==> config.mk <==
export PLATFORM = sky130hd
export DESIGN_NAME = down_timer
export DESIGN_NICKNAME = d
export VERILOG_FILES = /design/src/rtl/down_timer_pkg.sv /design/src/rtl/down_counter_core.sv /design/src/rtl/down_timer.sv
export SDC_FILE = /design/constraint.sdc
export NUM_CORES = 1
export LEC_CHECK = 0
export BUFFER_PORTS_ARGS = -buffer_cell sky130_fd_sc_hd__buf_2
export CAP_MARGIN = 10
export CORE_AREA = 4 4 41 43
export DETAILED_ROUTE_END_ITERATION = 8
export DIE_AREA = 0 0 45 47
export PLACE_DENSITY = 0.6
export SYNTH_ARGS = -nofsm -noshare
export SYNTH_HDL_FRONTEND = slang
export SYNTH_SLANG_ARGS = --single-unit
==> constraint.sdc <==
create_clock -name clk -period 2.23 [get_ports clk]
set_clock_uncertainty 0.15 [all_clocks]
set_input_delay 0.3345 -clock clk [delete_from_list [all_inputs] [get_ports clk]]
set_output_delay 0.3345 -clock clk [all_outputs]
set_load 0.01 [all_outputs]
==> src/rtl/down_timer_pkg.sv <==
// down_timer_pkg: shared definitions for the down_timer block.
// Contents:
//   state_t              : control FSM state encoding (IDLE/RUN/DONE)
//   DOWN_TIMER_N_DEFAULT : default counter width
package down_timer_pkg;

    typedef enum logic [1:0] {
        ST_IDLE = 2'd0,
        ST_RUN  = 2'd1,
        ST_DONE = 2'd2
    } state_t;

    localparam int DOWN_TIMER_N_DEFAULT = 4;

endpackage

==> src/rtl/down_counter_core.sv <==
// down_counter_core: N-bit count register with synchronous load and
// decrement, plus a zero-detect flag.
// Ports:
//   clk  : system clock
//   clr  : asynchronous active-high reset, clears the count
//   load : load din this edge (wins over dec)
//   dec  : decrement this edge
//   din  : load value
//   cnt  : current count (straight from the register)
//   zero : cnt == 0
// The caller never asserts dec with cnt == 0, so there is no wrap guard here.
module down_counter_core
    import down_timer_pkg::*;
#(
    parameter int N = DOWN_TIMER_N_DEFAULT
) (
    input  logic         clk,
    input  logic         clr,
    input  logic         load,
    input  logic         dec,
    input  logic [N-1:0] din,
    output logic [N-1:0] cnt,
    output logic         zero
);

    logic [N-1:0] cnt_r;

    // Count register: load has priority over decrement.
    always_ff @(posedge clk or posedge clr) begin
        if (clr) begin
            cnt_r <= {N{1'b0}};
        end else if (load) begin
            cnt_r <= din;
        end else if (dec) begin
            cnt_r <= cnt_r - N'(1'b1);
        end else begin
            cnt_r <= cnt_r;
        end
    end

    assign cnt  = cnt_r;
    assign zero = (cnt_r == {N{1'b0}});

endmodule

==> src/rtl/down_timer.sv <==
// down_timer: loadable, cascadable down-counting timer with a
// start/stop/done/ack handshake.
// Ports:
//   clk   : system clock
//   clr   : asynchronous active-high reset
//   start : load din into count (and reload), enter RUN
//   stop  : leave RUN for IDLE, count holds
//   ack   : acknowledge DONE, return to IDLE
//   din   : start/reload value
//   enp   : parallel count enable (does not gate tc)
//   ent   : trickle count enable (gates tc)
//   dout  : current count
//   tc    : terminal count, (dout==0) & ent & busy
//   busy  : FSM in RUN
//   done  : FSM in DONE
// Build option: DOWN_TIMER_AUTO_RELOAD_EN -- when defined, reaching zero
// reloads the last start value and the timer stays in RUN (periodic mode);
// DONE is then never entered.
module down_timer
    import down_timer_pkg::*;
#(
    parameter int N = DOWN_TIMER_N_DEFAULT
) (
    input  logic         clk,
    input  logic         clr,
    input  logic         start,
    input  logic         stop,
    input  logic         ack,
    input  logic [N-1:0] din,
    input  logic         enp,
    input  logic         ent,
    output logic [N-1:0] dout,
    output logic         tc,
    output logic         busy,
    output logic         done
);

    state_t       state_r;
    state_t       state_nx_s;
    logic         load_s;
    logic         dec_s;
    logic [N-1:0] load_val_s;
    logic         zero_s;
    logic         busy_s;

`ifdef DOWN_TIMER_AUTO_RELOAD_EN
    logic         take_din_s;
    logic [N-1:0] reload_r;

    // Reload register captures din on every accepted start.
    always_ff @(posedge clk or posedge clr) begin
        if (clr) begin
            reload_r <= {N{1'b0}};
        end else if (take_din_s) begin
            reload_r <= din;
        end else begin
            reload_r <= reload_r;
        end
    end
`endif

    // FSM state register.
    always_ff @(posedge clk or posedge clr) begin
        if (clr) begin
            state_r <= ST_IDLE;
        end else begin
            state_r <= state_nx_s;
        end
    end

    // Next-state and counter control; in RUN stop beats start beats counting.
    always_comb begin
        state_nx_s = state_r;
        load_s     = 1'b0;
        dec_s      = 1'b0;
        load_val_s = din;
`ifdef DOWN_TIMER_AUTO_RELOAD_EN
        take_din_s = 1'b0;
`endif
        unique case (state_r)
            ST_IDLE: begin
                if (start) begin
                    load_s     = 1'b1;
                    state_nx_s = ST_RUN;
`ifdef DOWN_TIMER_AUTO_RELOAD_EN
                    take_din_s = 1'b1;
`endif
                end else begin
                    state_nx_s = ST_IDLE;
                end
            end
            ST_RUN: begin
                if (stop) begin
                    state_nx_s = ST_IDLE;
                end else if (start) begin
                    load_s     = 1'b1;
                    state_nx_s = ST_RUN;
`ifdef DOWN_TIMER_AUTO_RELOAD_EN
                    take_din_s = 1'b1;
`endif
                end else if (enp && ent) begin
                    if (!zero_s) begin
                        dec_s      = 1'b1;
                        state_nx_s = ST_RUN;
                    end else begin
`ifdef DOWN_TIMER_AUTO_RELOAD_EN
                        load_s     = 1'b1;
                        load_val_s = reload_r;
                        state_nx_s = ST_RUN;
`else
                        // Count already at zero, so DONE shows dout==0.
                        state_nx_s = ST_DONE;
`endif
                    end
                end else begin
                    state_nx_s = ST_RUN;
                end
            end
            ST_DONE: begin
                // start is deliberately ignored here, even alongside ack.
                if (ack) begin
                    state_nx_s = ST_IDLE;
                end else begin
                    state_nx_s = ST_DONE;
                end
            end
            default: begin
                state_nx_s = ST_IDLE;
            end
        endcase
    end

    down_counter_core #(.N(N)) u_core (
        .clk  (clk),
        .clr  (clr),
        .load (load_s),
        .dec  (dec_s),
        .din  (load_val_s),
        .cnt  (dout),
        .zero (zero_s)
    );

    // Status decodes straight from the state register; tc adds only ent,
    // so an upper stage can take ent from this stage's tc.
    assign busy_s = (state_r == ST_RUN);
    assign busy   = busy_s;
    assign done   = (state_r == ST_DONE);
    assign tc     = zero_s & ent & busy_s;

endmodule
==> impl_metrics.py <==
metrics = {
    "outcome": {
        "status": "finished clean",
    },
    "run": {
        "cap_violations": 0,
    },
    "floorplanning": {
        "die_x_um": 45,
        "die_area_um2": 2115,
        "die_y_um": 47,
        "core_um2": 1301,
        "start_util_pct": 30.67,
        "io_pins": 18,
        "core.rowCount": 13,
    },
    "power": {
        "swShare_pct": 32.38,
        "seqPwrFrac_pct": 41.4,
        "intPower_uw": 241.6,
        "vdd_drop_max_mv": 0.3071,
        "p_per_area_nw_per_um2": 667.1,
        "power_switching_uw": 115.7,
        "p_leak_nw": 0.2747,
        "combPwrFrac_pct": 31.9,
        "clockPowerShare_pct": 26.6,
    },
    "yosys": {
        "syn_nets": 59,
        "synthDistinctLibCells": 23,
        "ys_seq_area_share_pct": 37.62,
        "synth_area_leader_cell": "dfrtp_1",
        "syn_avg_cell_area_um2": 8.677,
        "syn_area_um2": 399.1,
        "synth-seq-cells": 6,
        "synth_top_area_share_pct": 37.62,
        "postSynthCellCount": 46,
        "yosys_warnings": 0,
        "synthTopCellsByArea": "dfrtp_1, nand3_1, ha_1",
    },
    "timing": {
        "worst_pin_slew_ns": 0.3417,
        "finalHoldViolCount": 0,
        "setup_tns_ns": 0,
        "rsz0062_at_grt": "no",
        "drv_slew": 0,
        "setup_viol": 0,
        "period_share_pct": 87.06,
        "max_freq_ghz": 0.5151,
        "fin_crit_ns": 1.941,
        "relSlewSlack_pct": 76.93,
    },
    "detailed_routing": {
        "drt-total-wl_um": 904,
        "drc_errors": 0,
        "dr_wl_met2_um": 437,
        "final_antenna_net_count": 0,
        "firstDrtPassIters": 4,
        "viasPerCell": 4.829,
        "drtIter0Drc": 6,
        "m1WireLength_um": 417,
        "vias": 396,
        "routedWlPerCell_um": 11.02,
        "wl_met3_um": 28,
        "top_layer_used": "met4",
    },
    "place": {
        "io_buffer_count": 17,
        "gp_congestion": 0.7482,
        "dp.cells": 78,
        "dp_hpwl_um": 733.2,
    },
    "cts": {
        "clock-root-buffer": "clkbuf_4",
        "cts_tree": "yes",
        "htree_levels": 1,
        "clock_path_buffers": 2,
        "cts_resized": 0,
        "clock-sinks": 6,
        "numCtsBuffers": 3,
        "clk_latency_ns": 0.24,
        "cts_setup_buffers": 0,
        "cts.clk_slew.worst_paths_ns": 0.04,
        "ctsHoldBuffers": 1,
    },
    "layout": {
        "area_growth_pct": 34.17,
        "diodes": 0,
        "layout_commonest_cell": "buf_2",
        "fin_nets": 82,
        "drive_gt1_share_pct": 32.84,
        "instances_no_fill": 82,
        "fillers": 141,
        "final_cell_mix": "buf_2, nand3_1, nand2_1, dfrtp_1, inv_1",
        "final_util_pct": 41.15,
    },
    "grt": {
        "first_global_vias": 385,
        "globalRouteOverflowTotal": 0,
        "antenna_found_initial": 0,
        "grt_pass1_wl_mm": 1.483,
        "grtUsageTotal_pct": 9.793,
        "grt_max_degree": 8,
    },
    "critical_path": {
        "r2r_slack_ns": 0.43,
        "cp-end-kind": "primary output",
        "cp_max_fo": 5,
        "r2r-start": "u_core.cnt[0]",
        "worstPathRequired_ns": 1.75,
        "cp.arrival_ns": 1.46,
        "worst-r2r-cell-count": 6,
        "path_class": "flop to primary output",
        "start_kind": "flop",
        "reg2reg_to": "u_core.cnt[3]",
    },
    "min_path": {
        "hold_path.startpoint": "din[3]",
        "worstHoldPathCells": 3,
        "hold_end": "u_core.cnt[3]",
        "hp-class": "primary input to flop",
    },
}
## layout make-up
cell class	count	area (µm²)	share of cell area [%]
inverter	4	15.01	2.804
multi-input combinational	36	234.0	43.69
timing repair buffer	18	95.09	17.76
clock buffer	3	22.52	4.206
tap	15	18.77	3.505
sequential	6	150.1	28.04
## metrics by stage
stage          setup slack, ns  area [µm²]  power [mW]  hold slack [ns]
4_1_cts                 0.2752       535.5      0.3630           0.1569
2_1_floorplan           0.5171       399.1      0.2162         -0.02454
3_5_place_dp            0.4749       503.0      0.2617          0.09967
5_1_grt                 0.1717       535.5      0.3869           0.1780
3_3_place_gp            0.4540       503.0      0.2631           0.1047
6_report                0.2886       535.5      0.3572           0.1647
## flip-flops by register name, summed over array words and instances (netlist names)
name and flops:
state_r 2, u_core.cnt 4
## cell families after synthesis
group	share of synthesized area, %
AOI/OAI and AO/OA	12.23
adders and majority gates	6.269
buffers and inverters	3.761
DFF	37.62
and+or+nand+nor	40.13
## worst max path at each step
stage / slack, ns / end / start / cells past startpoint
6_report: 0.29 / tc / u_core.cnt[0] / 5
3_3_place_gp: 0.45 / u_core.cnt[3] / u_core.cnt[0] / 6
3_5_place_dp: 0.47 / u_core.cnt[3] / u_core.cnt[0] / 6
5_1_grt: 0.17 / tc / u_core.cnt[0] / 5
4_1_cts: 0.28 / tc / u_core.cnt[0] / 5
2_1_floorplan: 0.52 / u_core.cnt[3] / u_core.cnt[0] / 6
## per-layer routing
layer  global-route usage (%)  up-vias
met4                    7.018        0
li1                         -      209
met5                        0        -
met1                    11.63      175
met3                    1.149        2
met2                    16.38       10
## power by group through the flow
| stage | clock network, mW | logic (mW) | registers, mW |
|---|---|---|---|
| 3_3_place_gp | 0 | 0.116 | 0.148 |
| 6_report | 0.0952 | 0.114 | 0.148 |
| 3_5_place_dp | 0 | 0.113 | 0.148 |
| 4_1_cts | 0.101 | 0.116 | 0.147 |
| 2_1_floorplan | 0 | 0.0653 | 0.151 |
| 5_1_grt | 0.106 | 0.130 | 0.151 |
## worst max-delay path, stage by stage, from the launching register on
cell,delay [ns]
dfrtp_1,0.41
inv_1,0.09
ha_1,0.18
nor3b_1,0.24
and3_1,0.18
buf_2,0.12
## cell usage after synthesis, drive strengths merged
cell type and number:
inv 4, a21oi 3, and3 1, and4bb 1
and2 1, o211ai 1, nor3 1, nor2b 1
o311ai 1, o31a 1, ha 2, dfrtp 6
o2bb2ai 1, or4b 1, or3b 1, nand3 7
or2 1, and2b 3, nor2 1, or3 1
nand2 6, nor3b 1
Power figures use the tool's default switching activity.
